### src/rtl/lc3_writeback.sv
// lc3_writeback: LC-3 writeback stage. Accepts an execute result through a
// valid/ready handshake into a one-entry stage register, then commits it to
// the 8x16 register file and the NZP condition codes in the following cycle.
// Optional feature macro: LC3_WB_BYPASS_EN forwards the pending stage result
// onto the read ports when the read address matches the pending destination.
module lc3_writeback (
   input  logic        clk,
   input  logic        reset,
   input  logic        in_valid,
   output logic        in_ready,
   input  logic [15:0] in_result,
   input  logic [2:0]  in_dr,
   input  logic        in_ld_reg,
   input  logic        in_ld_cc,
   input  logic        hold,
   input  logic [2:0]  sr1,
   input  logic [2:0]  sr2,
   output logic [15:0] sr1_data,
   output logic [15:0] sr2_data,
   output logic [2:0]  nzp,
   output logic        wb_busy,
   output logic [2:0]  wb_dr,
   output logic        commit
);

   localparam int unsigned DATA_W = 16;
   localparam int unsigned ADDR_W = 3;
   localparam int unsigned NREGS  = 8;
   localparam logic [2:0]  NZP_Z  = 3'b010;

   logic [DATA_W-1:0] rf [NREGS];
   logic [DATA_W-1:0] stg_result;
   logic [ADDR_W-1:0] stg_dr;
   logic              stg_valid;
   logic              stg_ld_reg;
   logic              stg_ld_cc;
   logic              accept;

   // Condition codes of a result: exactly one of N, Z, P is set.
   function automatic logic [2:0] cc_of(input logic [DATA_W-1:0] r);
      logic n;
      logic z;
      n = r[DATA_W-1];
      z = (r == DATA_W'(0));
      return {n, z, ~n & ~z};
   endfunction

   // Read port: register file, optionally overridden by the pending entry.
   function automatic logic [DATA_W-1:0] rd_port(input logic [ADDR_W-1:0] a);
      logic [DATA_W-1:0] d;
      d = rf[a];
`ifdef LC3_WB_BYPASS_EN
      if (stg_valid && stg_ld_reg && (a == stg_dr)) d = stg_result;
`endif
      return d;
   endfunction

   assign in_ready = ~hold;
   assign accept   = in_valid & ~hold;

   // Stage register: loads on accept, otherwise drains to empty each edge.
   always_ff @(posedge clk) begin
      if (reset) begin
         stg_valid  <= 1'b0;
         stg_result <= '0;
         stg_dr     <= '0;
         stg_ld_reg <= 1'b0;
         stg_ld_cc  <= 1'b0;
      end else begin
         stg_valid <= accept;
         if (accept) begin
            stg_result <= in_result;
            stg_dr     <= in_dr;
            stg_ld_reg <= in_ld_reg;
            stg_ld_cc  <= in_ld_cc;
         end
      end
   end

   // Commit: retire the pending entry into the register file and NZP.
   always_ff @(posedge clk) begin
      if (reset) begin
         for (int i = 0; i < int'(NREGS); i++) rf[i] <= '0;
         nzp <= NZP_Z;
      end else if (stg_valid) begin
         if (stg_ld_reg) rf[stg_dr] <= stg_result;
         if (stg_ld_cc)  nzp        <= cc_of(stg_result);
      end
   end

   // Status and read ports, all derived from registered state.
   always_comb begin
      commit   = stg_valid;
      wb_busy  = stg_valid & stg_ld_reg;
      wb_dr    = wb_busy ? stg_dr : ADDR_W'(0);
      sr1_data = rd_port(sr1);
      sr2_data = rd_port(sr2);
   end

endmodule

### config.mk
export PLATFORM = sky130hd
export DESIGN_NAME = lc3_writeback
export DESIGN_NICKNAME = d
export VERILOG_FILES = /design/src/rtl/lc3_writeback.sv
export SDC_FILE = /design/constraint.sdc
export NUM_CORES = 1
export LEC_CHECK = 0
export CORE_MARGIN = 1.5
export CORE_UTILIZATION = 40
export CTS_CLUSTER_SIZE = 24
export DETAILED_ROUTE_END_ITERATION = 16
export HOLD_SLACK_MARGIN = 0.03
export SETUP_SLACK_MARGIN = 0.05
export SLEW_MARGIN = 20
export SYNTH_ARGS = -nofsm -noshare
export SYNTH_HDL_FRONTEND = slang
export SYNTH_SLANG_ARGS = --single-unit
### constraint.sdc
create_clock -name clk -period 5.39 [get_ports clk]
set_input_delay 1.078 -clock clk [delete_from_list [all_inputs] [get_ports clk]]
set_output_delay 1.078 -clock clk [all_outputs]
set_load 0.03 [all_outputs]
==> results.tsv, run 1 <==
metric	value	unit
outcome	finished clean	
Max Cap Violations	0	
Vias/cell	5.51	
worst r2r path cells	3	
Iter 0 DRT Violations	370	
Post-Syn Area	0.00767	mm^2
routability cong.	0.735	
worst clock skew	0.00548	ns
Slew @ Worst Pin	1.07	ns
Setup Fix Bufs, Post-CTS	0	
Max VDD drop	0.203	mV
number of core rows	50	
post-route setup TNS	0	ns
ys async rst share	0	%
global router's overall resource usage	20.1	%
Pwr per Cell Area	310	mW/mm^2
most common cell after layout, fill and taps aside	and2_1	
grt ovf	0	
first-pass GRT wire length	29.0	mm
share of cells above drive strength 1	26.0	%
crit end category	output pin	
insertion delay to the later sink of the worst-skew pair	0.42	ns
initial cell density of the core	40.9	%
Die ar.	0.0200	mm^2
Synth Area per Inst	14.8	um^2
Ports	72	
CTS root buf	clkbuf_16	
Max Fclk	228	MHz
hold_buf cts	0	
fin crit share	81.5	%
max reg flops	128	
antenna-violating nets left	0	
EDFF count, synth	128	
chip width	142	um
Mapped Cells	519	
Syn. warnings	0	
Slew Limit Fails	0	
Yosys cell types	29	
leak pwr	3.28	nW
vias	4615	
kind of critical path	in -> out	
port bufs	71	
biggest regs	rf x128, stg_result x16	
dpl cells	806	
Metal-1 WL	8.20	mm
dpl hpwl	11.5	mm
Biggest register	rf	
relative slew slack	28.0	%
endpoints failing hold	0	
antenna cell count	0	
# resized after CTS	0	
Die H	142	um
vias in the first global route	4871	
max layer used	met4	
TritonCTS clock tree	done	
worst path required time	4.31	ns
WL met3	1.15	mm
Syn Nets	550	
detailed-route wire length	19.3	mm
Finished Layout Cells	838	
DRT Pass-1 Iters	6	
Final nets	622	
met2 WL	9.62	mm
H-tree depth	4	
Seq cells post-synth	153	
Max FO, Critical Path	32	
final routed DRC violation total	0	
wire per inst	23.0	um
hold crit path type	reg -> reg	
CTS Buf Count	17	
Hold Path Cell Cnt	2	
area delta synth->final	20.5	%
clock edge transition at the registers on the reported setup and hold paths	0.06	ns
largest net degree at the start of global routing	34	
Core ar.	0.0188	mm^2
ys flop type	edfxtp_1	
Setup Viol. Count Final	0	
critical path launch point type	primary input	
most frequent cells in the layout	and2_1 (129), edfxtp_1 (128), clkdlybuf4s50_1 (69), mux4_2 (64), nand2_1 (45)	
Arr. time, crit path	3.31	ns
unrepaired setup endpoints after global routing	no	
fin crit period	4.39	ns
clock buffer depth	2	
Num Clock Sinks	153	
register area share after synthesis	56.6	%
initial antenna violation count	0	
## cell usage after synthesis, types with 2 or more instances
cell / number / area share (%)
nor3_2: 2 / 0.26
inv_1: 2 / 0.098
nand2b_1: 3 / 0.24
clkbuf_1: 15 / 0.73
buf_4: 6 / 0.59
dfxtp_1: 25 / 6.5
and2_1: 129 / 11
buf_1: 6 / 0.29
edfxtp_1: 128 / 50
mux4_2: 64 / 19
or2_2: 4 / 0.33
o21ai_0: 5 / 0.33
nor2_2: 4 / 0.33
and3_1: 3 / 0.24
a21oi_1: 23 / 1.5
buf_2: 8 / 0.52
nor4_1: 4 / 0.33
nand2_1: 45 / 2.2
mux2_2: 32 / 4.7
nor4_4: 2 / 0.55
## per-stage QoR
step / power [mW] / setup WS (ns) / util (%) / hold slack, ns / area (um^2)
floorplan: 1.57 / 2.02 / - / 0.453 / 7670
global placement: 1.70 / 0.988 / 46.1 / 0.453 / 8640
detailed placement: 1.71 / 0.982 / 46.1 / 0.452 / 8640
CTS: 2.89 / 0.979 / 49.3 / 0.468 / 9250
global route: 2.96 / 0.945 / 49.3 / 0.506 / 9250
finish: 2.87 / 0.998 / 49.3 / 0.469 / 9250
## power breakdown
part	switching [mW]	internal, mW	leakage, nW
Sequential	0.0352	1.32	1.53
Combinational	0.166	0.158	1.44
Clock	0.471	0.723	0.306
Total	0.672	2.20	3.28
## path summary, 6_finish.rpt
| kind | from | endpoint | slack [ns] |
|---|---|---|---|
| max reg2reg | stg_dr[1] | rf[2][8] | 2.93 |
| min | nzp[2] | nzp[2] | 0.47 |
| min reg2reg | nzp[2] | nzp[2] | 0.47 |
| max | sr2[1] | sr2_data[5] | 1.0 |
## final cells by class
class | count | area [um^2]
Multi-Input combinational cell | 329 | 3160
Clock buffer | 23 | 554
Fill cell | 1625 | 9520
Timing Repair Buffer | 88 | 841
Clock inverter | 9 | 52.6
Inverter | 2 | 7.51
Tap cell | 234 | 293
Sequential cell | 153 | 4340
## kinds of logic (layout without fill, tap and decap cells)
family          after synthesis  after routing  share of synthesized area, %
mux                          96             96                          23.5
flops                       153            153                          56.6
buf+inv                      37            122                          2.23
compound gates               29             29                          1.96
simple gates                204            204                          15.7
## metal layers
metal | up-vias | track usage [%]
met3 | 21 | 3.64
met5 | - | 0
met4 | 0 | 8.14
met1 | 2334 | 26.4
li1 | 2101 | -
met2 | 159 | 33.3
## worst max-delay path, cell delays in order
cell	delay, ns
clkdlybuf4s50_1	0.46
buf_4	0.47
mux4_2	0.42
mux2_2	0.28
clkdlybuf4s50_1	0.59
No activity file was read; power rests on OpenSTA's default activity.
==> run 2: changes to the inputs <==
Clock period 5.39 ns to 3.8 ns, I/O delays scaled along.
==> run 2 against run 1 <==
- clock skew is 0.0017 ns higher
- worst hold slack got worse by 0.0021 ns
- via count hardly changed
- critical path depth is 1 lower
- sequential power increased by 42%
==> results.tsv, run 2 (synthesis results as in run 1) <==
metric	value	unit
Num Clock Sinks	153	
share of cells above drive strength 1	31.8	%
dpl hpwl	12.2	mm
grt ovf	0	
Pwr per Cell Area	439	mW/mm^2
max reg flops	128	
fillcell total	1636	
worst clock skew	0.00714	ns
flop2flop setup slack	1.66	ns
hold crit path type	reg -> reg	
CTS root buf	clkbuf_16	
largest net degree at the start of global routing	28	
Biggest register	rf	
post-route cell area	0.00923	mm^2
port bufs	71	
initial antenna violation count	1	
final core utilization	49.2	%
most common cell after layout, fill and taps aside	and2_1	
Core ar.	0.0188	mm^2
clock edge transition at the registers on the reported setup and hold paths	0.06	ns
outcome	finished clean	
total power	4.05	mW
vias	4619	
first-pass GRT wire length	28.3	mm
fin crit period	3.46	ns
routability cong.	0.760	
Die H	142	um
initial cell density of the core	40.9	%
Max FO, Critical Path	7	
Max Cap Violations	0	
Ports	72	
relative slew slack	42.1	%
detailed-route wire length	18.6	mm
endpoints failing hold	0	
wire per inst	22.0	um
TritonCTS clock tree	done	
worst r2r path cells	4	
most frequent cells in the layout	and2_1 (129), edfxtp_1 (128), mux4_2 (64), buf_4 (52), nand2_1 (45)	
Max VDD drop	0.313	mV
crit end category	output pin	
antenna-violating nets left	0	
Vias/cell	5.46	
Die ar.	0.0200	mm^2
insertion delay to the later sink of the worst-skew pair	0.43	ns
Setup Fix Bufs, Post-CTS	0	
dpl cells	813	
Iter 0 DRT Violations	303	
R2R Path End	rf[1][6]	
vias in the first global route	4894	
final routed DRC violation total	0	
Finished Layout Cells	846	
Slew @ Worst Pin	0.868	ns
critical path launch point type	primary input	
Final nets	629	
Max Fclk	289	MHz
kind of critical path	in -> out	
Final WS setup	0.344	ns
leak pwr	3.35	nW
clock buffer depth	2	
biggest regs	rf x128, stg_result x16	
worst path required time	3.04	ns
Setup Viol. Count Final	0	
post-route setup TNS	0	ns
Setup WS pre-CTS	0.316	ns
Slew Limit Fails	0	
hold_buf cts	0	
fin crit share	90.9	%
post-placement cell area	0.00862	mm^2
CTS Buf Count	17	
# resized after CTS	0	
Min Hold Slack	0.466	ns
Arr. time, crit path	2.70	ns
H-tree depth	4	
chip width	142	um
DRT Pass-1 Iters	4	
number of core rows	50	
global router's overall resource usage	19.6	%
Hold Path Cell Cnt	2	
hold path start	nzp[2]	
endpoint of the worst hold path	nzp[2]	
worst r2r src	commit	
unrepaired setup endpoints after global routing	no	
area delta synth->final	20.2	%
## run 2: changes by cell type in the layout (fill, tap and decap cells not counted), sizes merged
| cell | before | now |
|---|---|---|
| clkbuf | 23 | 21 |
| diode | 0 | 1 |
| inv | 3 | 7 |
| buf | 19 | 55 |
| clkdlybuf4s50 | 69 | 40 |
| clkinv | 8 | 6 |
## run 2: how the worst max path moves through the flow
stage	from	endpoint	slack, ns	depth (start not counted)
after floorplan	sr1[0]	sr1_data[0]	1.07	4
after global placement	sr1[1]	sr1_data[11]	0.33	4
after CTS	sr1[1]	sr1_data[11]	0.31	4
after detailed placement	sr1[1]	sr1_data[11]	0.32	4
after global routing	sr1[1]	sr1_data[11]	0.31	4
final	sr1[1]	sr1_data[11]	0.34	4
## run 2: final cells by class
cell class | instances | area [um^2] | area share, %
timing repair buffer | 95 | 821 | 8.89
clock buffer | 21 | 526 | 5.69
inverter | 2 | 7.51 | 0.0813
multi-input combinational | 329 | 3160 | 34.2
clock inverter | 11 | 76.3 | 0.827
sequential | 153 | 4340 | 47.1
antenna | 1 | 2.50 | 0.0271
tap | 234 | 293 | 3.17
## run 2: where the power goes
group	leakage, nW	total (mW)	internal [mW]	switching [mW]
combinational	1.51	0.449	0.216	0.234
clock	0.303	1.69	0.995	0.690
sequential	1.53	1.92	1.87	0.0497
## run 2: worst max-delay path: stages
cell	delay, ns
clkdlybuf4s50_1	0.68
mux4_2	0.35
mux2_2	0.30
clkdlybuf4s50_1	0.60
## run 2: layer usage
metal	GRT usage, %	routed length (um)	part of all wire [%]
met1	25.3	7970	43
met2	33.2	9380	50
met3	4.52	1020	5.5
met4	5.70	277	1.5
met5	0	0	0
